### config.mk
export PLATFORM = sky130hd
export DESIGN_NAME = ball_motion_2d_flat
export DESIGN_NICKNAME = d
export VERILOG_FILES = /design/src/rtl/pong_pkg.sv /design/src/rtl/ball_motion_2d_if.sv /design/src/rtl/ball_motion_2d_axis.sv /design/src/rtl/ball_motion_2d.sv /design/src/flat_wrapper.sv
export SDC_FILE = /design/constraint.sdc
export NUM_CORES = 1
export LEC_CHECK = 0
export ABC_AREA = 1
export CAP_MARGIN = 5
export CORE_AREA = 2 2 105 107
export CTS_CLUSTER_DIAMETER = 50
export DETAILED_ROUTE_END_ITERATION = 6
export DIE_AREA = 0 0 107 109
export GPL_TIMING_DRIVEN = 0
export PLACE_DENSITY = 0.74
export SLEW_MARGIN = 20
export SYNTH_ARGS = -nofsm -noshare
export SYNTH_HDL_FRONTEND = slang
export SYNTH_SLANG_ARGS = --single-unit
export TNS_END_PERCENT = 30
### constraint.sdc
create_clock -name pclk -period 3.2 [get_ports pclk]
set_clock_uncertainty 0.2 [all_clocks]
set_input_delay 0.48 -clock pclk [delete_from_list [all_inputs] [get_ports pclk]]
set_output_delay 0.48 -clock pclk [all_outputs]
set_load 0.01 [all_outputs]
### src/rtl/pong_pkg.sv
// Shared pong definitions: ball state encoding, direction constants and the
// default playfield geometry used by the ball, paddle and renderer blocks.
package pong_pkg;

  typedef enum logic [1:0] {
    SERVE = 2'd0,
    RUN   = 2'd1,
    MISS  = 2'd2
  } ball_state_e;

  // Positive direction is right on x and down on y.
  localparam logic DIR_POS = 1'b0;
  localparam logic DIR_NEG = 1'b1;

  localparam int FIELD_W     = 1024;
  localparam int FIELD_H     = 768;
  localparam int BALL_RADIUS = 10;

endpackage

### src/rtl/ball_motion_2d_if.sv
// Game-control side of the ball engine: serve/speed/paddle hits in,
// ball position, run status and goal pulses out.
interface ball_motion_2d_if #(
  parameter int POS_W = 12
);
  logic             serve;
  logic [3:0]       speed;
  logic             hit_left;
  logic             hit_right;
  logic [POS_W-1:0] x_pos;
  logic [POS_W-1:0] y_pos;
  logic             running;
  logic             miss_left;
  logic             miss_right;

  modport master (
    output serve, speed, hit_left, hit_right,
    input  x_pos, y_pos, running, miss_left, miss_right
  );

  modport slave (
    input  serve, speed, hit_left, hit_right,
    output x_pos, y_pos, running, miss_left, miss_right
  );
endinterface

### src/rtl/ball_motion_2d_axis.sv
// One axis of ball motion: forms the candidate position, detects an edge
// crossing (centre +/- RADIUS) and optionally clamps and reflects.
module ball_axis
  import pong_pkg::*;
#(
  parameter int POS_W   = 12,
  parameter int MIN     = 0,
  parameter int MAX     = FIELD_W - 1,
  parameter int RADIUS  = BALL_RADIUS,
  parameter bit REFLECT = 1'b1
) (
  input  logic [POS_W-1:0] pos_i,
  input  logic             dir_i,
  input  logic [3:0]       speed_i,
  output logic [POS_W-1:0] pos_o,
  output logic             dir_o,
  output logic             edge_hit_o
);
  localparam int W = POS_W + 2;
  localparam logic signed [W-1:0] MIN_S = W'(MIN);
  localparam logic signed [W-1:0] MAX_S = W'(MAX);
  localparam logic signed [W-1:0] RAD_S = W'(RADIUS);

  logic signed [W-1:0] pos_s;
  logic signed [W-1:0] spd_s;
  logic signed [W-1:0] cand_s;

  // Two guard bits keep the candidate from wrapping past either edge.
  always_comb begin
    pos_s      = signed'({2'b00, pos_i});
    spd_s      = signed'(W'(speed_i));
    cand_s     = (dir_i == DIR_POS) ? pos_s + spd_s : pos_s - spd_s;
    pos_o      = cand_s[POS_W-1:0];
    dir_o      = dir_i;
    edge_hit_o = 1'b0;
    if ((dir_i == DIR_POS) && (cand_s + RAD_S >= MAX_S)) begin
      edge_hit_o = 1'b1;
      if (REFLECT) begin
        pos_o = POS_W'(MAX - RADIUS);
        dir_o = DIR_NEG;
      end
    end else if ((dir_i == DIR_NEG) && (cand_s - RAD_S <= MIN_S)) begin
      edge_hit_o = 1'b1;
      if (REFLECT) begin
        pos_o = POS_W'(MIN + RADIUS);
        dir_o = DIR_POS;
      end
    end
  end
endmodule

### src/rtl/ball_motion_2d.sv
// Two-axis pong ball engine: serve state machine, step tick divider, paddle
// hit latching, wall reflection and goal detection.
module ball_motion_2d
  import pong_pkg::*;
#(
  parameter int POS_W    = 12,
  parameter int X_MIN    = 0,
  parameter int X_MAX    = FIELD_W - 1,
  parameter int Y_MIN    = 0,
  parameter int Y_MAX    = FIELD_H - 1,
  parameter int RADIUS   = BALL_RADIUS,
  parameter int X_START  = FIELD_W / 2,
  parameter int Y_START  = FIELD_H / 2,
  parameter int TICK_DIV = 800_000,
  parameter bit WALL_X   = 1'b0
) (
  input logic             pclk,
  input logic             reset,
  ball_motion_2d_if.slave bus
);
  localparam int CNT_W = $clog2(TICK_DIV);
  localparam logic [CNT_W-1:0] CNT_RELOAD = CNT_W'(TICK_DIV - 1);

  ball_state_e      state_q, state_d;
  logic [POS_W-1:0] x_q, x_d, y_q, y_d;
  logic             dx_q, dx_d, dy_q, dy_d;
  logic [CNT_W-1:0] cnt_q, cnt_d;
  logic             hitl_q, hitl_d, hitr_q, hitr_d;
  logic             running_q, running_d;
  logic             miss_l_q, miss_l_d, miss_r_q, miss_r_d;

  logic             hitl_now, hitr_now, dx_eff;
  logic [POS_W-1:0] x_nx, y_nx;
  logic             dx_nx, dy_nx, x_edge, y_edge_unused;

  // A pulse arriving on the step cycle itself still counts for that step.
  assign hitl_now = hitl_q | bus.hit_left;
  assign hitr_now = hitr_q | bus.hit_right;
  assign dx_eff   = ((hitl_now && dx_q == DIR_NEG) || (hitr_now && dx_q == DIR_POS)) ? ~dx_q : dx_q;

  ball_axis #(
    .POS_W(POS_W), .MIN(X_MIN), .MAX(X_MAX), .RADIUS(RADIUS), .REFLECT(WALL_X)
  ) u_axis_x (
    .pos_i(x_q), .dir_i(dx_eff), .speed_i(bus.speed),
    .pos_o(x_nx), .dir_o(dx_nx), .edge_hit_o(x_edge)
  );

  ball_axis #(
    .POS_W(POS_W), .MIN(Y_MIN), .MAX(Y_MAX), .RADIUS(RADIUS), .REFLECT(1'b1)
  ) u_axis_y (
    .pos_i(y_q), .dir_i(dy_q), .speed_i(bus.speed),
    .pos_o(y_nx), .dir_o(dy_nx), .edge_hit_o(y_edge_unused)
  );

  always_comb begin
    state_d  = state_q;
    x_d      = x_q;
    y_d      = y_q;
    dx_d     = dx_q;
    dy_d     = dy_q;
    cnt_d    = cnt_q;
    hitl_d   = 1'b0;
    hitr_d   = 1'b0;
    miss_l_d = 1'b0;
    miss_r_d = 1'b0;
    case (state_q)
      SERVE: begin
        cnt_d = CNT_RELOAD;
        if (bus.serve) state_d = RUN;
      end
      RUN: begin
        hitl_d = hitl_now;
        hitr_d = hitr_now;
        if (cnt_q != '0) begin
          cnt_d = cnt_q - CNT_W'(1);
        end else begin
          cnt_d  = CNT_RELOAD;
          hitl_d = 1'b0;
          hitr_d = 1'b0;
          if (x_edge && !WALL_X) begin
            // Goal: re-centre and aim away from the side that missed.
            state_d = MISS;
            x_d     = POS_W'(X_START);
            y_d     = POS_W'(Y_START);
            if (dx_eff == DIR_POS) begin
              miss_r_d = 1'b1;
              dx_d     = DIR_NEG;
            end else begin
              miss_l_d = 1'b1;
              dx_d     = DIR_POS;
            end
          end else begin
            x_d  = x_nx;
            dx_d = dx_nx;
            y_d  = y_nx;
            dy_d = dy_nx;
          end
        end
      end
      MISS: begin
        state_d = SERVE;
        cnt_d   = CNT_RELOAD;
      end
      default: state_d = SERVE;
    endcase
    running_d = (state_d == RUN);
  end

  always_ff @(posedge pclk) begin
    if (reset) begin
      state_q   <= SERVE;
      x_q       <= POS_W'(X_START);
      y_q       <= POS_W'(Y_START);
      dx_q      <= DIR_POS;
      dy_q      <= DIR_POS;
      cnt_q     <= CNT_RELOAD;
      hitl_q    <= 1'b0;
      hitr_q    <= 1'b0;
      running_q <= 1'b0;
      miss_l_q  <= 1'b0;
      miss_r_q  <= 1'b0;
    end else begin
      state_q   <= state_d;
      x_q       <= x_d;
      y_q       <= y_d;
      dx_q      <= dx_d;
      dy_q      <= dy_d;
      cnt_q     <= cnt_d;
      hitl_q    <= hitl_d;
      hitr_q    <= hitr_d;
      running_q <= running_d;
      miss_l_q  <= miss_l_d;
      miss_r_q  <= miss_r_d;
    end
  end

  assign bus.x_pos      = x_q;
  assign bus.y_pos      = y_q;
  assign bus.running    = running_q;
  assign bus.miss_left  = miss_l_q;
  assign bus.miss_right = miss_r_q;
endmodule

### src/flat_wrapper.sv
// flat-port wrapper written by rule: the top's interface ports become plain ports
module ball_motion_2d_flat import pong_pkg::*;
#(
  parameter int POS_W    = 12,
  parameter int X_MIN    = 0,
  parameter int X_MAX    = FIELD_W - 1,
  parameter int Y_MIN    = 0,
  parameter int Y_MAX    = FIELD_H - 1,
  parameter int RADIUS   = BALL_RADIUS,
  parameter int X_START  = FIELD_W / 2,
  parameter int Y_START  = FIELD_H / 2,
  parameter int TICK_DIV = 800_000,
  parameter bit WALL_X   = 1'b0
)
  (pclk, reset, bus_serve, bus_speed, bus_hit_left, bus_hit_right, bus_x_pos, bus_y_pos, bus_running, bus_miss_left, bus_miss_right);
  ball_motion_2d_if #(.POS_W(POS_W)) bus_i ();
  input logic pclk;
  input logic reset;
  input wire logic [$bits(bus_i.serve)-1:0] bus_serve;
  input wire logic [$bits(bus_i.speed)-1:0] bus_speed;
  input wire logic [$bits(bus_i.hit_left)-1:0] bus_hit_left;
  input wire logic [$bits(bus_i.hit_right)-1:0] bus_hit_right;
  output wire logic [$bits(bus_i.x_pos)-1:0] bus_x_pos;
  output wire logic [$bits(bus_i.y_pos)-1:0] bus_y_pos;
  output wire logic [$bits(bus_i.running)-1:0] bus_running;
  output wire logic [$bits(bus_i.miss_left)-1:0] bus_miss_left;
  output wire logic [$bits(bus_i.miss_right)-1:0] bus_miss_right;
  assign bus_i.serve = bus_serve;
  assign bus_i.speed = bus_speed;
  assign bus_i.hit_left = bus_hit_left;
  assign bus_i.hit_right = bus_hit_right;
  assign bus_x_pos = bus_i.x_pos;
  assign bus_y_pos = bus_i.y_pos;
  assign bus_running = bus_i.running;
  assign bus_miss_left = bus_i.miss_left;
  assign bus_miss_right = bus_i.miss_right;
  ball_motion_2d #(.POS_W(POS_W), .X_MIN(X_MIN), .X_MAX(X_MAX), .Y_MIN(Y_MIN), .Y_MAX(Y_MAX), .RADIUS(RADIUS), .X_START(X_START), .Y_START(Y_START), .TICK_DIV(TICK_DIV), .WALL_X(WALL_X)) u_core (.pclk(pclk), .reset(reset), .bus(bus_i));
endmodule
==> flow_summary.toml <==
[final_layout]
layout_commonest_cell = "nand2_1"
area_growth_pct = 20.7
drive_above_1_share = 0.207
final_util = 0.582
final_nets = 919
final_cell_mix = "210 x nand2_1, 93 x inv_1, 82 x nand3_1, 75 x nor2_1, 49 x dfxtp_1"
final_area_um2 = 6170
n_fill_cell = 1055
antennaDiodeCount = 0

[timing]
relSlewSlack = 0.522
hold_viol = 0
timing.final.crit_share = 1.04
rsz0062_at_grt = "true"
tns_ns = -0.708
timing.fmax_mhz = 302
setup_viol = 12
drv_slew = 0
period_needed_ns = 3.31
setup_slack_ns = -0.115
worst_slew_pin_slew_ns = 0.717

[detailed_routing]
drtAntennaViolNets = 0
vias_per_cell = 5.36
num_vias = 5496
drt_iter0_markers = 400
drc = 0
firstDrtPassIters = 5
routed_wl_mm = 14.4
wl_per_cell_um = 14.1

[yosys]
synthFlopType = "dfxtp_1"
avgSynthCellArea_um2 = 6.18
ys_warn_count = 0
syn-num-nets = 860
synth_seq_cells = 53
syn_inst = 826
ys_types = 48
synth_edf_count = 0
synthArstFlopShare = 0
ys_seq_area_frac = 0.208
syn-cell-area_um2 = 5110

[run_status]
violations = "setup timing"
status = "finished with violations"

[placement]
numPortBuffers = 34
dp_slack_ns = -1.24
place_area_um2 = 5630
gp_congestion = 0.912
dp_hpwl_mm = 10.7

[clock_tree]
holdBufCountCts = 0
cts_buffers = 5
tritoncts = "done"
htreeDepth = 2
clock_tree.buffer_depth = 2
clock-sinks = 53
insertion_delay_ns = 0.32
clkTransAtPathRegs_ns = 0.11
cts_root_buf = "clkbuf_8"

[floorplan]
die_width_um = 107
io_pins = 36
std_cell_rows = 38
start_util = 0.482
die_y_um = 109
core-area_um2 = 10600
fp.dieArea_um2 = 11700

[setup_path]
start_kind = "flop"
crit_arrival_ns = 3.36
crit_type = "flop to flop"
cp_max_fo = 4
worst_setup_path_end_kind = "flop"
critical_path_required_ns = 3.24

[power_and_ir_drop]
p_leak_uw = 0.00272
power_density_nw_per_um2 = 237
max-vdd-ir-drop_mv = 0.275

[global_route]
grt_pass1_wl_mm = 23.3
grt.overflow.total = 0
grt.total_usage = 0.246
grt_max_degree = 19
grt_pass1_vias = 4807
antenna_found_initial = 0

[job]
cap_violations = 0

[min_path]
hold_class = "flop to flop"
-- cell families after synthesis --
kind of cell	after synthesis	share of synthesized area
simple gates	500	0.459
buf+inv	136	0.116
compound gates	97	0.123
flops	53	0.208
fa+ha+maj	25	0.0671
xor+xnor	15	0.0272
-- critical path: stages (launching register included) --
cell and delay, ns:
dfxtp_4 0.38, inv_2 0.06, ha_4 0.12, inv_2 0.04, fa_2 0.34, nand2_2 0.09, o21ai_4 0.06, xor2_2 0.24
inv_2 0.07, ha_4 0.28, nand2_2 0.05, nor2_2 0.11, nand3_1 0.07, nor2_1 0.09, nand2_1 0.05, nor2_1 0.08
nand3_1 0.09, nor2_1 0.10, nand2_1 0.06, nand2_2 0.10, nand2_4 0.09, buf_6 0.14, nand2_2 0.05, nand4_1 0.09
a21oi_1 0.15
-- power breakdown --
part | internal [uW] | switching [uW] | leakage [uW]
logic | 105 | 191 | 0.00223
clock network | 241 | 258 | 0.0000603
registers | 663 | 2.57 | 0.000431
-- synthesized netlist by cell type (all sizes together), types with 4 or more instances --
library cell | instances | area share
inv | 113 | 0.083
nand3 | 100 | 0.11
xor2 | 12 | 0.022
ha | 21 | 0.051
nor4 | 4 | 0.0049
clkbuf | 6 | 0.0044
nor2 | 93 | 0.082
nor3 | 27 | 0.028
nand4 | 25 | 0.031
buf | 16 | 0.028
nand3b | 5 | 0.0074
o21ai | 29 | 0.030
o211ai | 4 | 0.0069
nand2 | 242 | 0.19
dfxtp | 53 | 0.21
a21oi | 47 | 0.061
fa | 4 | 0.016
-- final cells by class --
cell class / count / area [um^2] / share of cell area
buffer: 22 / 176 / 0.0286
inverter: 114 / 437 / 0.0708
multi-input combinational: 637 / 3700 / 0.600
sequential: 53 / 1070 / 0.174
clock buffer: 5 / 68.8 / 0.0112
tap: 140 / 175 / 0.0284
timing repair buffer: 52 / 487 / 0.0789
clock inverter: 3 / 50.0 / 0.00812
-- final timing paths --
kind | startpoint | to | slack, ns | cells past startpoint
setup reg to reg | u_core.bus.y_pos[0]$_SDFFE_PP0P_ | u_core.bus.y_pos[3]$_SDFFE_PP0P_ | -0.11 | 24
setup / recovery | u_core.bus.y_pos[0]$_SDFFE_PP0P_ | u_core.bus.y_pos[3]$_SDFFE_PP0P_ | -0.11 | 24
hold reg to reg | u_core.hitl_q$_SDFF_PP0_ | u_core.hitl_q$_SDFF_PP0_ | 0.29 | 2
hold / removal | u_core.hitl_q$_SDFF_PP0_ | u_core.hitl_q$_SDFF_PP0_ | 0.29 | 2
-- through the flow --
step	power (uW)	instances	hold slack, ns
final	1460	1026	0.291
after global routing	1510	1026	0.321
after global placement	935	1000	0.258
after CTS	1440	1022	0.282
after detailed placement	937	1000	0.266
after floorplan	873	826	0.247
-- state kept, by name, indices dropped and copies added (netlist names) --
name	flops
u_core.hitl_q	1
u_core.bus.miss_left	1
u_core.hitr_q	1
u_core.dx_q	1
u_core.state_q	2
u_core.bus.y_pos	12
u_core.dy_q	1
u_core.bus.miss_right	1
u_core.cnt_q	20
u_core.bus.x_pos	12
u_core.bus.running	1
-- metal layers --
layer / global-route usage / wire, um / up-vias
li1: - / - / 2806
met1: 0.346 / 6690 / 2509
met2: 0.418 / 6750 / 168
met3: 0.0227 / 888 / 13
met4: 0.0371 / 107 / 0
met5: 0 / 0 / -
-- what timing repair did --
action | 4_1_cts | 5_1_grt
pin swaps | 21 | 32
setup buffers | 14 | 3
cloned | 0 | 1
resized for setup | 51 | 48
setup endpoints to repair | 31 | 31
Note: power is estimated with default switching activity, not from simulation.
